$ cat src/rtl/uart_tx_sched_pkg.sv
// Shared definitions for the round-robin UART transmit scheduler.
//   - state_e       : frame FSM state encoding (IDLE/START/DATA/STOP)
//   - TICKS_PER_BIT : 16x oversampling ticks per serial bit
//   - DATA_BITS     : payload bits per 8N1 frame
package uart_tx_sched_pkg;

  typedef enum logic [1:0] {
    ST_IDLE  = 2'd0,
    ST_START = 2'd1,
    ST_DATA  = 2'd2,
    ST_STOP  = 2'd3
  } state_e;

  localparam int TICKS_PER_BIT = 16;
  localparam int DATA_BITS     = 8;

endpackage

$ cat src/rtl/uart_tx_sched_rr_pick.sv
// Combinational round-robin priority encoder.
// Ports:
//   req  [NREQ-1:0] : request vector
//   ptr  [GW-1:0]   : highest-priority index; search goes upward and wraps
//   pick [GW-1:0]   : index of the first asserted request at or after ptr
//   any             : at least one request asserted
module rr_pick #(
  parameter int NREQ = 4,
  parameter int GW   = 2
) (
  input  logic [NREQ-1:0] req,
  input  logic [GW-1:0]   ptr,
  output logic [GW-1:0]   pick,
  output logic            any
);

  // Scan NREQ positions starting at ptr; the first hit wins.
  always_comb begin
    int idx;
    idx  = 0;
    pick = '0;
    any  = 1'b0;
    for (int k = 0; k < NREQ; k++) begin
      idx = (int'(ptr) + k) % NREQ;
      if (!any && req[GW'(idx)]) begin
        any  = 1'b1;
        pick = GW'(idx);
      end else begin
        pick = pick;
      end
    end
  end

endmodule

$ cat src/rtl/uart_tx_sched.sv
// Round-robin transmit scheduler sharing one 8N1 UART line among NREQ
// byte producers. Bit timing comes from an external 16x baud tick.
// Ports:
//   clk, reset          : clock, synchronous active-high reset
//   baud16              : one-cycle 16x-baud tick
//   req_valid/req_data  : per-requester byte offer (byte i at [8i+7:8i])
//   req_ready           : one-hot accept, combinational, IDLE only
//   tx                  : serial line, idle high
//   busy                : frame in progress
//   grant_id            : requester owning the current/last frame
//   frame_done          : one-cycle pulse when the stop bit completes
module uart_tx_sched
  import uart_tx_sched_pkg::*;
#(
  parameter int NREQ = 4,
  parameter int GW   = 2
) (
  input  logic              clk,
  input  logic              reset,
  input  logic              baud16,
  input  logic [NREQ-1:0]   req_valid,
  input  logic [NREQ*8-1:0] req_data,
  output logic [NREQ-1:0]   req_ready,
  output logic              tx,
  output logic              busy,
  output logic [GW-1:0]     grant_id,
  output logic              frame_done
);

  state_e          state_q, state_d;
  logic [7:0]      shreg_q, shreg_d;
  logic [3:0]      tick_cnt_q, tick_cnt_d;
  logic [2:0]      bit_cnt_q, bit_cnt_d;
  logic [GW-1:0]   rr_ptr_q, rr_ptr_d;
  logic [GW-1:0]   grant_id_q, grant_id_d;
  logic            tx_q, tx_d;
  logic            busy_q, busy_d;
  logic            frame_done_q, frame_done_d;

  logic [GW-1:0]   pick;
  logic            any_req;
  logic            tick_last;

  rr_pick #(.NREQ(NREQ), .GW(GW)) u_rr_pick (
    .req  (req_valid),
    .ptr  (rr_ptr_q),
    .pick (pick),
    .any  (any_req)
  );

  // Last oversampling tick of the current bit period.
  assign tick_last = baud16 && (tick_cnt_q == 4'(TICKS_PER_BIT - 1));

  // Accept strobe: only in IDLE, never while reset is asserted.
  always_comb begin
    req_ready = '0;
    if ((state_q == ST_IDLE) && any_req && !reset) begin
      req_ready[pick] = 1'b1;
    end else begin
      req_ready = '0;
    end
  end

  // Next-state, datapath and registered-output precomputation.
  always_comb begin
    state_d      = state_q;
    shreg_d      = shreg_q;
    tick_cnt_d   = tick_cnt_q;
    bit_cnt_d    = bit_cnt_q;
    rr_ptr_d     = rr_ptr_q;
    grant_id_d   = grant_id_q;
    frame_done_d = 1'b0;

    case (state_q)
      ST_IDLE: begin
        // baud16 is ignored here, so a tick on the handshake edge is not counted.
        if (any_req) begin
          shreg_d    = req_data[int'(pick)*8 +: 8];
          grant_id_d = pick;
          if (int'(pick) == NREQ - 1) begin
            rr_ptr_d = '0;
          end else begin
            rr_ptr_d = pick + GW'(1);
          end
          tick_cnt_d = 4'd0;
          bit_cnt_d  = 3'd0;
          state_d    = ST_START;
        end else begin
          state_d = ST_IDLE;
        end
      end
      ST_START: begin
        // The 4-bit counter wraps to 0 on the 16th tick.
        if (baud16) begin
          tick_cnt_d = tick_cnt_q + 4'd1;
        end else begin
          tick_cnt_d = tick_cnt_q;
        end
        if (tick_last) begin
          state_d = ST_DATA;
        end else begin
          state_d = ST_START;
        end
      end
      ST_DATA: begin
        if (baud16) begin
          tick_cnt_d = tick_cnt_q + 4'd1;
        end else begin
          tick_cnt_d = tick_cnt_q;
        end
        if (tick_last) begin
          shreg_d   = {1'b0, shreg_q[7:1]};
          bit_cnt_d = bit_cnt_q + 3'd1;
          if (bit_cnt_q == 3'(DATA_BITS - 1)) begin
            state_d = ST_STOP;
          end else begin
            state_d = ST_DATA;
          end
        end else begin
          state_d = ST_DATA;
        end
      end
      ST_STOP: begin
        if (baud16) begin
          tick_cnt_d = tick_cnt_q + 4'd1;
        end else begin
          tick_cnt_d = tick_cnt_q;
        end
        if (tick_last) begin
          state_d      = ST_IDLE;
          frame_done_d = 1'b1;
        end else begin
          state_d = ST_STOP;
        end
      end
      default: begin
        state_d = ST_IDLE;
      end
    endcase

    // Outputs are derived from the next state so they are registered
    // and line up with the state they describe.
    case (state_d)
      ST_START: tx_d = 1'b0;
      ST_DATA:  tx_d = shreg_d[0];
      default:  tx_d = 1'b1;
    endcase
    busy_d = (state_d != ST_IDLE);
  end

  // State and output registers with synchronous reset.
  always_ff @(posedge clk) begin
    if (reset) begin
      state_q      <= ST_IDLE;
      shreg_q      <= 8'd0;
      tick_cnt_q   <= 4'd0;
      bit_cnt_q    <= 3'd0;
      rr_ptr_q     <= '0;
      grant_id_q   <= '0;
      tx_q         <= 1'b1;
      busy_q       <= 1'b0;
      frame_done_q <= 1'b0;
    end else begin
      state_q      <= state_d;
      shreg_q      <= shreg_d;
      tick_cnt_q   <= tick_cnt_d;
      bit_cnt_q    <= bit_cnt_d;
      rr_ptr_q     <= rr_ptr_d;
      grant_id_q   <= grant_id_d;
      tx_q         <= tx_d;
      busy_q       <= busy_d;
      frame_done_q <= frame_done_d;
    end
  end

  assign tx         = tx_q;
  assign busy       = busy_q;
  assign grant_id   = grant_id_q;
  assign frame_done = frame_done_q;

endmodule

$ cat config.mk
export PLATFORM = sky130hd
export DESIGN_NAME = uart_tx_sched
export DESIGN_NICKNAME = d
export VERILOG_FILES = /design/src/rtl/uart_tx_sched_pkg.sv /design/src/rtl/uart_tx_sched_rr_pick.sv /design/src/rtl/uart_tx_sched.sv
export SDC_FILE = /design/constraint.sdc
export NUM_CORES = 1
export LEC_CHECK = 0
export ABC_AREA = 1
export CORE_MARGIN = 1
export CORE_UTILIZATION = 52
export CTS_CLUSTER_DIAMETER = 80
export DETAILED_ROUTE_END_ITERATION = 6
export HOLD_SLACK_MARGIN = 0.1
export PLACE_DENSITY = 0.84
export SYNTH_ARGS = -nofsm -noshare
export SYNTH_HDL_FRONTEND = slang
export SYNTH_SLANG_ARGS = --single-unit
$ cat constraint.sdc
create_clock -name clk -period 3.9 [get_ports clk]
set_clock_uncertainty 0.15 [all_clocks]
set_input_delay 0.78 -clock clk [delete_from_list [all_inputs] [get_ports clk]]
set_output_delay 0.78 -clock clk [all_outputs]
set_load 0.05 [all_outputs]
==> key figures <==
CTS
  • Later-pin clock latency in the skew report: 0.31 ns
  • Clock H-tree levels: 1
  • Post-CTS Resized: 0
  • Post-CTS setup buffers: 0
  • Clk slew on worst S/H paths: 0.11 ns
  • CTS Root Cell: clkbuf_4
  • Clock buffer count from CTS: 3
  • Cts hold-fix bufs: 0
  • Clock sink total: 24
  • Clk buf depth: 2
  • CTS tree: done

Flow run
  • Max-Cap Viols: 0

Yosys
  • Syn Nets: 333
  • Ranking of synthesized cells by area: dfxtp_1, nand2_1, inv_1
  • Adder-cell share of the synthesized area: 4.608%
  • Ys Warns: 0
  • Main combinational cell family by area after synthesis: simple AND/OR/NAND/NOR gates
  • Most frequent cell after synthesis: nand2_1
  • Register area share after synthesis: 25.28%
  • Post-Syn Area: 1901 um^2
  • Post-Synth XOR/XNOR Area: 0.9217%
  • Post-synthesis mux area share: 0%
  • Post-synth ARST share: 0%
  • Post-synth top area share: 25.28%
  • Yosys cell types: 31
  • Register bit total from synthesis: 24
  • Synth Area in Compound Gates: 8.953%
  • Cells after Synth: 287
  • Post-synth top cells: nand2_1, inv_1, dfxtp_1, nand3_1, nor2_1
  • Simple-gate share of the synthesized area: 45.36%
  • Post-synth top flop: dfxtp_1
  • Mean Syn Cell Area: 6.622 um^2
  • Yosys top cell by area: dfxtp_1
  • Number of flops mapped to enable cells by yosys: 0

Worst setup path
  • Startpoint types: primary input
  • Setup CP Type: in -> out
  • R2r startpoint: rr_ptr_q[0]
  • CP Capture Type: output port
  • Capturing point of the worst reg2reg path: shreg_q[4]
  • Crit path required time: 2.97 ns
  • R2R Setup Slk: 1.38 ns
  • Reg2Reg Depth: 14
  • Data arrival, critical path: 2.80 ns
  • CP Max Fanout: 12

GRT
  • Gr ovfl total: 0
  • Tot GR Track Use: 21.66%
  • Largest net degree at the start of global routing: 20
  • Vias in the first global route: 1749
  • M1 GR Usage: 25.31%
  • Initial antenna violation count: 0
  • Grt peak-use layer: met2
  • Global-route wire length before repair: 7.051 mm
  • Grt met3 use: 3.650%
  • Met2 Use GR: 41.30%

Run status
  • Status: complete, no violations

Floorplan
  • Die area: 3901 um^2
  • Die height: 62.46 um
  • I/O pin count: 48
  • Chip width: 62.46 um
  • Row Count: 21
  • Starting Density: 55.64%
  • Core Region: 3416 um^2

Cells and area
  • Design area: 2459 um^2
  • Diodes inserted: 0
  • Fin nets: 383
  • Layout area overhead: 29.36%
  • # fillers: 293
  • Non-Filler Instances: 381
  • Share of cells above drive strength 1: 15.82%

Timing
  • Worst-Margin Slew: 0.5016 ns
  • Final Max Tran Viols: 0
  • Worst rel slew slack: 66.51%
  • Hold violation count in the final report: 0
  • Setup TNS: 0 ns
  • Hold Slack: 0.3305 ns
  • Crit share post-route: 95.55%
  • Setup-failing EPs final: 0
  • RSZ-0062 raised after global routing: false
  • Clock period minus worst slack: 3.726 ns
  • Max frequency: 0.2684 GHz

Route
  • Vias: 1867
  • Drt first-iter violations: 108
  • WL/cell: 10.49 um
  • Vias per cell: 4.900
  • Routed WL: 3.996 mm
  • Post-DRT Antenna Nets: 0
  • DRC viols: 0
  • First drt pass iteration count: 4

Min path
  • Hold depth: 2
  • Hold Path Class: reg -> reg
  • HP Start: shreg_q[7]
  • Hold endpoint: shreg_q[7]

Pwr
  • Worst vdd ir: 0.3099 mV
  • Power density cells: 648.4 nW/um^2
  • Static leakage: 1.222 nW

Placed design
  • RePlAce Congestion: 0.8378
  • DP Area: 2436 um^2
  • Port Buffer Count: 47
  • Placed Cells: 378
  • Post-DP HPWL: 3.167 mm
## metrics by stage
stage / utilization [%] / setup WS [ns] / power (W)
2_1_floorplan: - / 0.4575 / 0.001266
3_3_place_gp: 71.32 / 0.2942 / 0.001469
3_5_place_dp: 71.32 / 0.1629 / 0.001492
4_1_cts: 71.98 / 0.1578 / 0.001598
5_1_grt: 71.98 / 0.02287 / 0.001737
6_report: 71.98 / 0.1735 / 0.001594
## state kept, by name, summed over array words and instances, names as in the netlist
signal,flops
bit_cnt_q,3
shreg_q,8
busy,1
state_q,2
tx,1
rr_ptr_q,2
frame_done,1
grant_id,2
tick_cnt_q,4
## power breakdown
part	switching [W]	internal [W]
Sequential	0.0000467	0.000305
Combinational	0.000728	0.000412
Clock	0.0000673	0.0000361
## per-layer routing
layer  vias up  part of all wire (%)
met5         -                     0
li1        994                     -
met3         4                   4.1
met1       823                    45
met4         0                  0.78
met2        46                    50
## worst max-delay path, cell delays in order
cell and delay, ns:
clkdlybuf4s50_1 0.43, inv_1 0.08, nand2_1 0.06, nand3_1 0.14
nand2_2 0.09, nor2_4 0.16, nand3_1 0.10, nand3_1 0.10
nand2_2 0.19, clkinv_4 0.10, ha_1 0.14, inv_1 0.04
nor2_1 0.21, buf_12 0.17
## worst max-delay path by stage
stage,start,endpoint,slack (ns),cells past startpoint
finish,req_valid[1],req_ready[3],0.17,14
global route,req_valid[1],req_ready[3],0.02,14
CTS,req_valid[1],req_ready[3],0.16,14
detailed placement,req_valid[1],req_ready[3],0.16,14
global placement,req_valid[1],req_ready[2],0.29,14
floorplan,req_valid[3],req_ready[1],0.46,13
## layout make-up
cell class,instances,area [um^2],share of cell area (%)
repair buffers,52,548.0,22.29
flip-flops and latches,24,480.5,19.54
clock buffers,3,22.52,0.9160
inverters,52,212.7,8.651
multi-input cells,204,1137,46.26
well taps,46,57.56,2.341
## cell usage in the layout, fill, tap and decap left out
cell type	netlist	layout
buf_4	1	5
clkdlybuf4s50_1	0	43
a22oi_1	1	1
clkinv_4	1	1
nor2_1	17	17
inv_1	47	47
dfxtp_1	24	24
o21ai_1	4	4
nand2_2	15	15
nor3b_1	1	1
nand3_4	2	2
inv_8	1	1
a31oi_1	6	6
o211ai_1	2	2
or2_1	1	1
nand3_2	8	8
nand4_1	4	4
nor3_1	2	2
buf_12	1	4
xor2_1	2	2
nand3_1	24	24
nor2_4	2	2
inv_2	2	2
inv_6	1	1
a21oi_1	5	5
o21ai_0	13	13
ha_1	7	7
nand2_4	9	9
clkbuf_4	0	3
nand2_1	79	79
## logic make-up (layout without fill, tap and decap cells)
family                   count (synthesis)  in the layout
AO/OA/AOI/OAI                           31             31
AND/OR/NAND/NOR                        164            164
buffers and inverters                   59            107
adder cells (fa/ha/maj)                  7              7
XOR/XNOR                                 2              2
flip-flops                              24             24
No activity file was read; power rests on OpenSTA's default activity.
